## config.mk

```make
export PLATFORM = sky130hd
export DESIGN_NAME = kf_sequencer
export DESIGN_NICKNAME = d
export VERILOG_FILES = /design/src/rtl/kf_seq_pkg.sv /design/src/rtl/kf_stage_watchdog.sv /design/src/rtl/kf_sequencer.sv
export SDC_FILE = /design/constraint.sdc
export NUM_CORES = 1
export LEC_CHECK = 0
export ABC_AREA = 1
export ABC_CLOCK_PERIOD_IN_PS = 2400
export BUFFER_PORTS_ARGS = -buffer_cell sky130_fd_sc_hd__buf_2
export CAP_MARGIN = 20
export CORE_MARGIN = 2
export CORE_UTILIZATION = 50
export CTS_CLUSTER_SIZE = 25
export DETAILED_ROUTE_END_ITERATION = 8
export GPL_ROUTABILITY_DRIVEN = 1
export PLACE_DENSITY = 0.7
export SYNTH_ARGS = -nofsm -noshare
export SYNTH_HDL_FRONTEND = slang
export SYNTH_SLANG_ARGS = --single-unit
```

## constraint.sdc

```tcl
create_clock -name clk -period 2.4 [get_ports clk]
set_input_delay 0.48 -clock clk [delete_from_list [all_inputs] [get_ports clk]]
set_output_delay 0.48 -clock clk [all_outputs]
set_load 0.1 [all_outputs]
```

## src/rtl/kf_seq_pkg.sv

```systemverilog
// Shared types for the Kalman filter run sequencer: FSM states, stage codes
// and the default watchdog limit.
package kf_seq_pkg;

    localparam int unsigned KF_SEQ_DEFAULT_TIMEOUT = 4096;

    typedef enum logic [3:0] {
        S_IDLE,
        S_INIT,
        S_SP,
        S_CKG,
        S_WAIT_MEAS,
        S_SCU,
        S_SCO,
        S_DONE,
        S_ERR
    } kf_seq_state_t;

    typedef enum logic [2:0] {
        STG_NONE = 3'd0,
        STG_INIT = 3'd1,
        STG_SP   = 3'd2,
        STG_CKG  = 3'd3,
        STG_SCU  = 3'd4
    } kf_stage_e;

    function automatic kf_stage_e stage_of(input kf_seq_state_t s);
        case (s)
            S_INIT:  return STG_INIT;
            S_SP:    return STG_SP;
            S_CKG:   return STG_CKG;
            S_SCU:   return STG_SCU;
            default: return STG_NONE;
        endcase
    endfunction

endpackage

```

## src/rtl/kf_stage_watchdog.sv

```systemverilog
// Per-stage cycle counter: cleared on stage entry, counts while the stage is
// active and flags expiry once it reaches LIMIT.
module kf_stage_watchdog #(
    parameter int unsigned TO_W  = 16,
    parameter int unsigned LIMIT = 4096
) (
    input  logic clk,
    input  logic rst,
    input  logic clear,
    input  logic enable,
    output logic expired
);

    localparam logic [TO_W-1:0] LIMIT_V = TO_W'(LIMIT);

    logic [TO_W-1:0] cnt;

    always_ff @(posedge clk or posedge rst) begin
        if (rst) begin
            cnt <= '0;
        end else if (clear) begin
            cnt <= '0;
        end else if (enable && !expired) begin
            cnt <= cnt + TO_W'(1);
        end
    end

    assign expired = (cnt == LIMIT_V);

endmodule

```

## src/rtl/kf_sequencer.sv

```systemverilog
// Run-level controller for the Kalman filter core: sequences stage enables,
// gates the update on measurement availability, counts iterations, watchdogs stages.
module kf_sequencer
    import kf_seq_pkg::*;
#(
    parameter int unsigned ITER_W         = 16,
    parameter int unsigned TO_W           = 16,
    parameter int unsigned TIMEOUT_CYCLES = KF_SEQ_DEFAULT_TIMEOUT
) (
    input  logic              clk,
    input  logic              rst,
    input  logic              start,
    input  logic              abort,
    input  logic [ITER_W-1:0] num_iter,
    input  logic              meas_valid,
    output logic              meas_ready,
    output logic              en_init,
    output logic              en_sp,
    output logic              en_ckg,
    output logic              en_scu,
    output logic              en_sco,
    input  logic              init_done,
    input  logic              sp_done,
    input  logic              ckg_done,
    input  logic              scu_s_done,
    input  logic              scu_p_done,
    output logic              busy,
    output logic              filter_done,
    output logic              error,
    output logic [2:0]        err_stage,
    output logic [ITER_W-1:0] iter_cnt
);

    kf_seq_state_t     state_q, state_d;
    logic              entry_q;
    logic              s_seen, p_seen;
    logic [ITER_W-1:0] num_lat;
    logic [ITER_W-1:0] iter_q;
    kf_stage_e         err_q;
    logic              timeout;
    logic              wd_clear, wd_enable, wd_expired;
    logic              scu_both;
    logic              last_iter;

    assign wd_clear  = (state_d != state_q) &&
                       (state_d inside {S_INIT, S_SP, S_CKG, S_SCU});
    assign wd_enable = state_q inside {S_INIT, S_SP, S_CKG, S_SCU};

    kf_stage_watchdog #(
        .TO_W  (TO_W),
        .LIMIT (TIMEOUT_CYCLES)
    ) u_watchdog (
        .clk     (clk),
        .rst     (rst),
        .clear   (wd_clear),
        .enable  (wd_enable),
        .expired (wd_expired)
    );

    assign scu_both  = (s_seen | scu_s_done) & (p_seen | scu_p_done);
    assign last_iter = (num_lat != '0) && ((iter_q + ITER_W'(1)) == num_lat);

    // Done pulses in a stage's entry cycle belong to no request, so entry_q masks them.
    always_comb begin
        state_d = state_q;
        timeout = 1'b0;
        case (state_q)
            S_IDLE: begin
                if (start && !abort) state_d = S_INIT;
            end
            S_INIT: begin
                if (abort)                       state_d = S_IDLE;
                else if (init_done && !entry_q)  state_d = S_SP;
                else if (wd_expired) begin
                    state_d = S_ERR;
                    timeout = 1'b1;
                end
            end
            S_SP: begin
                if (abort)                       state_d = S_IDLE;
                else if (sp_done && !entry_q)    state_d = S_CKG;
                else if (wd_expired) begin
                    state_d = S_ERR;
                    timeout = 1'b1;
                end
            end
            S_CKG: begin
                if (abort)                       state_d = S_IDLE;
                else if (ckg_done && !entry_q)   state_d = S_WAIT_MEAS;
                else if (wd_expired) begin
                    state_d = S_ERR;
                    timeout = 1'b1;
                end
            end
            S_WAIT_MEAS: begin
                if (abort)                       state_d = S_IDLE;
                else if (meas_valid)             state_d = S_SCU;
            end
            S_SCU: begin
                if (abort)                       state_d = S_IDLE;
                else if (scu_both && !entry_q)   state_d = S_SCO;
                else if (wd_expired) begin
                    state_d = S_ERR;
                    timeout = 1'b1;
                end
            end
            S_SCO: begin
                if (abort)                       state_d = S_IDLE;
                else if (last_iter)              state_d = S_DONE;
                else                             state_d = S_SP;
            end
            S_DONE:  state_d = S_IDLE;
            S_ERR: begin
                if (abort)                       state_d = S_IDLE;
            end
            default: state_d = S_IDLE;
        endcase
    end

    always_ff @(posedge clk or posedge rst) begin
        if (rst) begin
            state_q <= S_IDLE;
            entry_q <= 1'b0;
            s_seen  <= 1'b0;
            p_seen  <= 1'b0;
            num_lat <= '0;
            iter_q  <= '0;
            err_q   <= STG_NONE;
        end else begin
            state_q <= state_d;
            entry_q <= (state_d != state_q);

            if (state_q == S_SCU && state_d == S_SCU) begin
                s_seen <= s_seen | (scu_s_done & ~entry_q);
                p_seen <= p_seen | (scu_p_done & ~entry_q);
            end else begin
                s_seen <= 1'b0;
                p_seen <= 1'b0;
            end

            if (state_q == S_IDLE && state_d == S_INIT) begin
                num_lat <= num_iter;
                iter_q  <= '0;
            end else if (state_q == S_SCO) begin
                iter_q  <= iter_q + ITER_W'(1);
            end

            if (timeout) begin
                err_q <= stage_of(state_q);
            end else if (state_q == S_ERR && abort) begin
                err_q <= STG_NONE;
            end
        end
    end

    always_comb begin
        en_init     = (state_q == S_INIT) && entry_q;
        en_sp       = (state_q == S_SP)   && entry_q;
        en_ckg      = (state_q == S_CKG)  && entry_q;
        en_scu      = (state_q == S_SCU)  && entry_q;
        en_sco      = (state_q == S_SCO);
        meas_ready  = (state_q == S_WAIT_MEAS) && meas_valid && !abort;
        busy        = (state_q != S_IDLE);
        filter_done = (state_q == S_DONE);
        error       = (state_q == S_ERR);
        err_stage   = err_q;
        iter_cnt    = iter_q;
    end

endmodule

```

# [Yosys cells after proc, flatten, opt, wreduce, memory -nomap -nowiden]
# Cells that the tools add are included.
[totals] regBits=58 input_bits=26 out_inout_bits=28 elab_cells=96
[classes] addsub=2 n_eq_ne=15 muxes=35 bitwise_logic=8 reduce_logical=28
[ops] cell="$mux W16" count=4
[ops] cell="$mux W4" count=13
[ops] cell="$add A16 B1 Y16 const B" count=2
[ops] cell="$pmux W4 S8" count=1
[ops] cell="$eq A4 B3 Y1 const B" count=5
[ops] cell="$logic_and A1 B1 Y1" count=17
[ops] cell="$eq A16 B13 Y1 const B" count=1
[ops] cell="$eq A16 B16 Y1" count=1
[ops] cell="$eq A4 B2 Y1 const B" count=4
[ops] cell="$reduce_bool A16 Y1" count=1
[ops] cell="$mux W3" count=4
[ops] cell="$pmux W3 S4" count=1
[ops] cell="$reduce_bool A4 Y1" count=3
[ops] cell="$mux W1" count=11
[ops] cell="$eq A4 B1 Y1 const B" count=2
[ops] cell="$reduce_bool A2 Y1" count=3
[ops] cell="$eq A4 B4 Y1 const B" count=1
[ops] cell="$logic_not A4 Y1" count=1
[ops] cell="$ne A4 B4 Y1" count=1
[ops] cell="$or A1 B1 Y1" count=4
[ops] cell="$pmux W1 S4" count=1
[ops] cell="$and A1 B1 Y1" count=3
[ops] cell="$logic_not A1 Y1" count=3
[ops] cell="$not A1 Y1" count=1

# [Depth between registers and ports, before layout]
# Gate-level depths: netlist of run 1.
[logic_depth] word_depth=10 depth_mapped=18 depth_no_buf=17

# [Hierarchy]
# A second synthesis of run 1 with hierarchy kept.
[unflattened] hier_cells=568 hier_area_um2=3858.7
[by_module_without_submodules] mod="kf_sequencer" n_inst=1 cells_per_inst=401 area_each_um2=2728.9 seq_area_each_um2=1051.0
[by_module_without_submodules] mod="kf_stage_watchdog" n_inst=1 cells_per_inst=167 area_each_um2=1129.8 seq_area_each_um2=400.4

# [Worst setup path before layout of run 1]
# Ideal clock, no wire load.
[synth_timing] path_kind="register to output" startpoint="register state_q[3]" endpoint="output port meas_ready" arrival_ns=2.805 required_time_ns=1.920 path_slack_ns=-0.885 stages_incl_launch_ff=6 n_path_buf=0 path_cell_list="dfrtp_1 > inv_1 > nand2_2 > inv_1 > nand2_1 > nor3_1"
[synth_via] elab_chain_len=3
[synth_rtl] item="start, declared" line="kf_sequencer.sv:34" text="kf_seq_state_t state_q, state_d;"
[synth_rtl] item="start signal, assigned" line="kf_sequencer.sv:130" text="state_q <= state_d;"
[synth_rtl] item="$eq A4 B3 Y1" line="kf_sequencer.sv:162" text="meas_ready = (state_q == S_WAIT_MEAS) && meas_valid && !abort;"
[synth_rtl] item="$logic_and A1 B1 Y1 (2 in a row)" line="kf_sequencer.sv:162"
[synth_rtl] item="end, declared" line="kf_sequencer.sv:16" text="output logic meas_ready,"
# Every way passes these cells.

# [Worst setup path in the final report of run 1]
[layout_timing] startpoint="register state_q[0]" endpoint="output port en_sco"
[layout_via] elab_chain_len=1
[layout_rtl] item="$eq A4 B3 Y1" line="kf_sequencer.sv:161" text="en_sco = (state_q == S_SCO);"
[layout_rtl] item="end, declared" line="kf_sequencer.sv:21" text="output logic en_sco,"
# Every way passes these cells.

==> impl_metrics.tcl, run 1 <==
set metrics [dict create \
    cts.sinks 58 \
    dieArea_mm2 0.00809 \
    dp_cells 656 \
    cts_tree "yes" \
    htree_levels 3 \
    initial_core_util_pct 51.2 \
    ctsRootBufferMaster "clkbuf_8" \
    grtUsageMet2_pct 41.0 \
    cts_buffers 9 \
    cts_hold_buf 0 \
    drv_cap 0 \
    irDropWorstVdd_v 0.000434 \
    final_common_cell "nand2_1" \
    power_switching_mw 1.07 \
    viasPerCell 5.25 \
    final_cell_mix "nand2_1, inv_1, nor2_1, buf_2, dfrtp_1" \
    swShare_pct 35.3 \
    worstSetupEndpointType "output pin" \
    avgSynthCellArea_um2 7.31 \
    status "finished, final reports clean" \
    seq_area_mm2 0.00147 \
    crit_type "reg2out" \
    start_kind "register" \
    grt_use_met1_pct 29.1 \
    seq_area_frac_synth_pct 39.3 \
    internal_power_mw 1.96 \
    core_mm2 0.00721 \
    clk_latency_ns 0.34 \
    max_slew_margin_pct 65.7 \
    min_path_type "in2async" \
    hpwlAfterDp_mm 6.86 \
    nets 603 \
    syn_area_mm2 0.00369 \
    ios 54 \
    fin_skew_ns 0.00870 \
    vias 3557 \
    syn_to_final_growth_pct 21.3 \
    fmax_mhz 442 \
    yosysWarnings 0 \
    clk_pin_slew_ns 0.07 \
    gp_congestion 0.939 \
    antenna_found_initial 0 \
    synthDistinctLibCells 33 \
    hold_viol_final 0 \
    die-height_um 89.9 \
    p_leak_nw 2.19 \
    drv_slew 0 \
    grt_pass1_wl_mm 15.8 \
    clockBufferDepth 2 \
    busiest_layer "met2" \
    arrival_ns 1.78 \
    grt_max_degree 59 \
    final_util_pct 62.1 \
    grt_pass1_vias 3515 \
    min_period_ns 2.26 \
    rows 31 \
    drc 0 \
    fin_crit_sh_pct 94.3 \
    wl_mm 9.44 \
    comb_power_share_pct 28.5 \
    port_buffers 53 \
    first_iter_violations 151 \
    grt_usage_pct 24.1 \
    synthCells 505 \
    worst_ep_required_time_ns 1.92 \
    worst_pin_slew_ns 0.513 \
    clkPwrFrac_pct 30.5 \
    grt_overflow_total 0 \
    drtPass1Iterations 4 \
    finalSetupViolCount 0 \
    ys_ff_latch 58 \
    seq_power_share_pct 41.1 \
    ant_nets 0 \
    critPathMaxFanout 7 \
    fin_cells 678 \
    dieWidth_um 89.9 \
    n_antenna_cell 0 \
    syn-num-nets 534 \
    multiInputGateArea_mm2 0.00204 \
    final.fill_count 678 \
    power_density_mw_per_mm2 677 \
    routedWlPerCell_um 13.9 \
    drive_above_1_share_pct 26.4 \
    globalRouteMet3Util_pct 5.70 \
    hold_slack_ns 0.188 \
]
layer usage:
| layer | routed length [um] | vias to the layer above |
|---|---|---|
| li1 | - | 1766 |
| met1 | 4040 | 1668 |
| met2 | 4720 | 101 |
| met3 | 462 | 22 |
| met4 | 216 | 0 |
| met5 | 0 | - |
stage by stage:
stage | setup TNS (ns) | instance area, um2 | worst slack (ns) | power, mW
finish | 0 | 4480 | 0.137 | 3.03
global route | -0.00502 | 4480 | -0.00448 | 3.22
CTS | 0 | 4410 | 0.0758 | 3.03
detailed placement | -0.0769 | 4200 | -0.0212 | 2.08
global placement | 0 | 4200 | 0.0613 | 2.07
floorplan | -0.174 | 3790 | -0.0284 | 1.88
path summary, 6_finish.rpt:
| kind | from | endpoint | slack [ns] | cells after the start |
|---|---|---|---|---|
| setup / recovery | state_q[0]$_DFF_PP0_ | en_sco | 0.14 | 5 |
| hold / removal | rst | u_watchdog.cnt[15]$_DFFE_PP0P_ | 0.19 | 3 |
| setup reg to reg | iter_cnt[8]$_DFFE_PP0P_ | u_watchdog.cnt[10]$_DFFE_PP0P_ | 0.17 | 14 |
| hold reg to reg | err_stage[2]$_DFFE_PP0P_ | err_stage[2]$_DFFE_PP0P_ | 0.48 | 2 |
| max in group asynchronous | rst | iter_cnt[7]$_DFFE_PP0P_ | 1.93 | 3 |
| min in group clk | num_iter[3] | num_lat[3]$_DFFE_PP0P_ | 0.37 | 2 |
synth_stat cells:
| cell type | count | area, um2 |
|---|---|---|
| a21oi_1 | 23 | 115 |
| o22ai_1 | 8 | 50.1 |
| o21ai_1 | 1 | 5.00 |
| nand2_2 | 7 | 43.8 |
| nor2_8 | 1 | 20.0 |
| nand3b_1 | 2 | 15.0 |
| nand2_4 | 2 | 22.5 |
| nor2_4 | 3 | 33.8 |
| dfrtp_1 | 58 | 1450 |
| xor2_1 | 22 | 193 |
| a21oi_2 | 9 | 78.8 |
| nand3_2 | 2 | 20.0 |
| nor4_1 | 1 | 6.26 |
| nand2_1 | 121 | 454 |
| nor2_2 | 6 | 37.5 |
| inv_1 | 66 | 248 |
| o31ai_1 | 2 | 15.0 |
| buf_6 | 2 | 22.5 |
| nand4_1 | 12 | 75.1 |
| xnor3_1 | 1 | 22.5 |
| nand3_1 | 43 | 215 |
| and2_1 | 1 | 6.26 |
| mux2_2 | 5 | 56.3 |
| inv_2 | 3 | 11.3 |
| ha_1 | 3 | 37.5 |
| a22oi_1 | 1 | 7.51 |
| o21ai_2 | 2 | 17.5 |
| nor3_1 | 14 | 70.1 |
| or2_2 | 1 | 6.26 |
| o21ai_0 | 17 | 85.1 |
| nor2_1 | 58 | 218 |
| clkbuf_1 | 7 | 26.3 |
| a31oi_1 | 1 | 6.26 |
cells by family after synthesis:
group,synth area share [%]
buffers and inverters,8.34
adders and majority gates,1.02
and+or+nand+nor,33.7
AOI/OAI and AO/OA,10.3
xor gates and xnor gates,5.83
DFF,39.3
muxes,1.52
state kept, by name (all words and copies together), names as in the netlist:
register and count:
s_seen 1, state_q 4, num_lat 16, iter_cnt 16
p_seen 1, err_stage 3, u_watchdog.cnt 16, entry_q 1
area by class of cell:
class / instances / area share [%]
sequential: 58 / 32.8
timing repair buffer: 67 / 8.69
inverter: 69 / 5.78
clock inverter: 2 / 0.782
tap: 99 / 2.77
clock buffer: 14 / 3.63
multi-input combinational: 369 / 45.5
power by group through the flow:
stage | clock network [mW] | logic (mW) | registers, mW
floorplan | 0 | 0.660 | 1.22
global placement | 0 | 0.810 | 1.26
detailed placement | 0 | 0.823 | 1.26
CTS | 0.944 | 0.840 | 1.24
global route | 0.994 | 0.965 | 1.26
finish | 0.924 | 0.863 | 1.25
critical path, cell delays in order, from the launching register on:
cell     delay, ns
dfrtp_2       0.47
inv_2         0.14
nand2_2       0.11
nor2_8        0.17
buf_4         0.14
buf_2         0.41
timing repair:
action / 4_1_cts / 5_1_grt
pin swaps: 1 / 2
resized for setup: 1 / 11
endpoints found under the setup margin: 7 / 18
buffers inserted: 2 / 4
No activity file was read; power rests on OpenSTA's default activity.
==> inputs of run 2 (changes only) <==
--- a/config.mk
+++ b/config.mk
@@ -6,15 +6,17 @@
 export NUM_CORES = 1
 export LEC_CHECK = 0
 export ABC_AREA = 1
-export ABC_CLOCK_PERIOD_IN_PS = 2400
+export ABC_CLOCK_PERIOD_IN_PS = 2300
 export BUFFER_PORTS_ARGS = -buffer_cell sky130_fd_sc_hd__buf_2
 export CAP_MARGIN = 20
+export CELL_PAD_IN_SITES_DETAIL_PLACEMENT = 0
+export CELL_PAD_IN_SITES_GLOBAL_PLACEMENT = 2
 export CORE_MARGIN = 2
-export CORE_UTILIZATION = 50
+export CORE_UTILIZATION = 33
 export CTS_CLUSTER_SIZE = 25
 export DETAILED_ROUTE_END_ITERATION = 8
 export GPL_ROUTABILITY_DRIVEN = 1
-export PLACE_DENSITY = 0.7
+export PLACE_DENSITY = 0.8
 export SYNTH_ARGS = -nofsm -noshare
 export SYNTH_HDL_FRONTEND = slang
 export SYNTH_SLANG_ARGS = --single-unit
==> constraint.sdc (replaced) <==
create_clock -name clk -period 2.3 [get_ports clk]
set_input_delay 0.46 -clock clk [delete_from_list [all_inputs] [get_ports clk]]
set_output_delay 0.46 -clock clk [all_outputs]
set_load 0.1 [all_outputs]
==> run 2 against run 1 <==
  * Final cell count rose by 9.0%
  * Power grew 4.9%
  * Via count barely moved
  * Largest cell class unchanged
  * Worst setup slack got worse by 0.092 ns
  * Core utilization down 19 points
==> impl_metrics.tcl, run 2 (synthesis results as in run 1) <==
set metrics [dict create \
    ios 54 \
    grt_usage_pct 18.8 \
    power_density_mw_per_mm2 676 \
    vias 3559 \
    min_from "num_iter[6]" \
    arrival_ns 2.53 \
    drive_above_1_share_pct 29.2 \
    fin_crit_sh_pct 98.0 \
    hpwlAfterDp_mm 7.89 \
    hold_viol_final 0 \
    rsz0062_at_grt "true" \
    ant_nets 0 \
    port_buffers 53 \
    grt_max_degree 55 \
    r2r_cells 15 \
    worstSetupEndpointType "register" \
    hold_slack_ns 0.341 \
    worst_pin_slew_ns 0.494 \
    first_iter_violations 186 \
    cts.sinks 58 \
    clk_pin_slew_ns 0.07 \
    cts_tree "yes" \
    dieArea_mm2 0.0121 \
    gp_congestion 0.840 \
    final.fill_count 1144 \
    ctsRootBufferMaster "clkbuf_8" \
    drv_slew 0 \
    drc 0 \
    max_slew_margin_pct 67.3 \
    drv_cap 0 \
    irDropWorstVdd_v 0.000391 \
    rows 38 \
    clk_latency_ns 0.35 \
    core_mm2 0.0109 \
    cts_buffers 9 \
    multiInputGateArea_mm2 0.00208 \
    drtPass1Iterations 4 \
    fmax_mhz 443 \
    worst_path_largest_cell_delay_ns 0.45 \
    fin_skew_ns 0.00761 \
    post-place-ws_ns -0.146 \
    n_antenna_cell 0 \
    grt_pass1_wl_mm 17.3 \
    final_common_cell "nand2_1" \
    nets 623 \
    place_area_mm2 0.00441 \
    seq_area_mm2 0.00147 \
    wl_mm 10.6 \
    final_cell_mix "nand2_1, inv_1, nor2_1, buf_2, dfrtp_1" \
    syn_to_final_growth_pct 27.6 \
    dieWidth_um 110 \
    finalWorstSetupSlack_ns 0.0449 \
    grt_pass1_vias 3557 \
    crit_top_cell "nor2_1" \
    r2r_start "iter_cnt[1]$_DFFE_PP0P_" \
    grt_overflow_total 0 \
    clockBufferDepth 2 \
    final_cell_area_mm2 0.00471 \
    finalSetupViolCount 0 \
    critPathSlowestCell "dfrtp_2" \
    crit_type "reg2reg" \
    min_path_type "in2reg" \
    min_period_ns 2.26 \
    critPathLaunch "iter_cnt[1]$_DFFE_PP0P_" \
    status "finished, final reports clean" \
    htree_levels 3 \
    viasPerCell 4.82 \
    antenna_found_initial 1 \
    hold_depth 2 \
    initial_core_util_pct 33.9 \
    crit_chain "ha_4 > inv_2 > a21oi_2 > nand2_1 > nor2_1 > nand3_1 > nor2_1 > nand3_1 > nor2_1 > nand3_2 > nand2_2 > nand2_2 > nand2_4 > nand2_8 > a21oi_2" \
    worst_ep_required_time_ns 2.57 \
    p_leak_nw 2.28 \
    critPathMaxFanout 8 \
    start_kind "register" \
    die-height_um 110 \
    routedWlPerCell_um 14.4 \
]
## run 2: cell types whose count changed in the layout (fill, tap and decap cells not counted), moves of 3 or more
cell | previous run | this run
a21oi_1 | 21 | 18
a21oi_2 | 11 | 14
buf_4 | 13 | 31
buf_2 | 52 | 48
## run 2: per-stage QoR
step / utilization [%] / std cells / power, mW / setup TNS [ns]
4_1_cts: 42.5 / 735 / 3.17 / 0
6_report: 43.3 / 739 / 3.18 / 0
3_3_place_gp: 40.5 / 716 / 2.28 / -1.06
2_1_floorplan: - / 505 / 1.96 / -1.32
3_5_place_dp: 40.5 / 716 / 2.28 / -1.73
5_1_grt: 43.3 / 739 / 3.42 / -1.83
## run 2: power breakdown
group	switching [mW]	internal [mW]	total (mW)
registers	0.129	1.16	1.29
clock network	0.410	0.416	0.826
logic	0.649	0.414	1.06
total	1.19	1.99	3.18
## run 2: worst paths after layout
check                                                end  slack, ns
min                               num_lat[6]$_DFFE_PP0P_       0.34
max in group asynchronous        iter_cnt[7]$_DFFE_PP0P_       1.20
min in group asynchronous           state_q[3]$_DFF_PP0_       0.54
max                        u_watchdog.cnt[3]$_DFFE_PP0P_       0.04
max reg2reg                u_watchdog.cnt[3]$_DFFE_PP0P_       0.04
min reg2reg                     err_stage[0]$_DFFE_PP0P_       0.50
## run 2: timing repair
action	in CTS	in global routing
cloned	0	2
hold buffers	1	0
gates resized for setup	2	15
pin swaps	2	9
endpoints found under the setup margin	17	20
endpoints found under the hold margin	4	0
setup buffers	2	2
## run 2: cell type report
class / count / share of cell area (%)
Timing Repair Buffer: 85 / 11.8
Multi-Input combinational cell: 371 / 44.2
Clock inverter: 3 / 0.319
Tap cell: 140 / 3.72
Clock buffer: 13 / 3.16
Inverter: 69 / 5.55
Sequential cell: 58 / 31.2
## run 2: metal layers
metal | part of all wire, % | track usage (%) | vias to the layer above
met4 | 1.0 | 4.16 | 2
li1 | - | - | 1809
met5 | 0.066 | 0 | -
met1 | 44 | 22.9 | 1670
met2 | 51 | 33.1 | 66
met3 | 4.0 | 5.04 | 12
## run 2: critical path: cells and delay by family, from the launching register on
kind	cells	cell delay (ns)
compound gates	2	0.23
fa+ha+maj	1	0.28
buf+inv	1	0.04
flops	1	0.45
simple gates	11	1.19
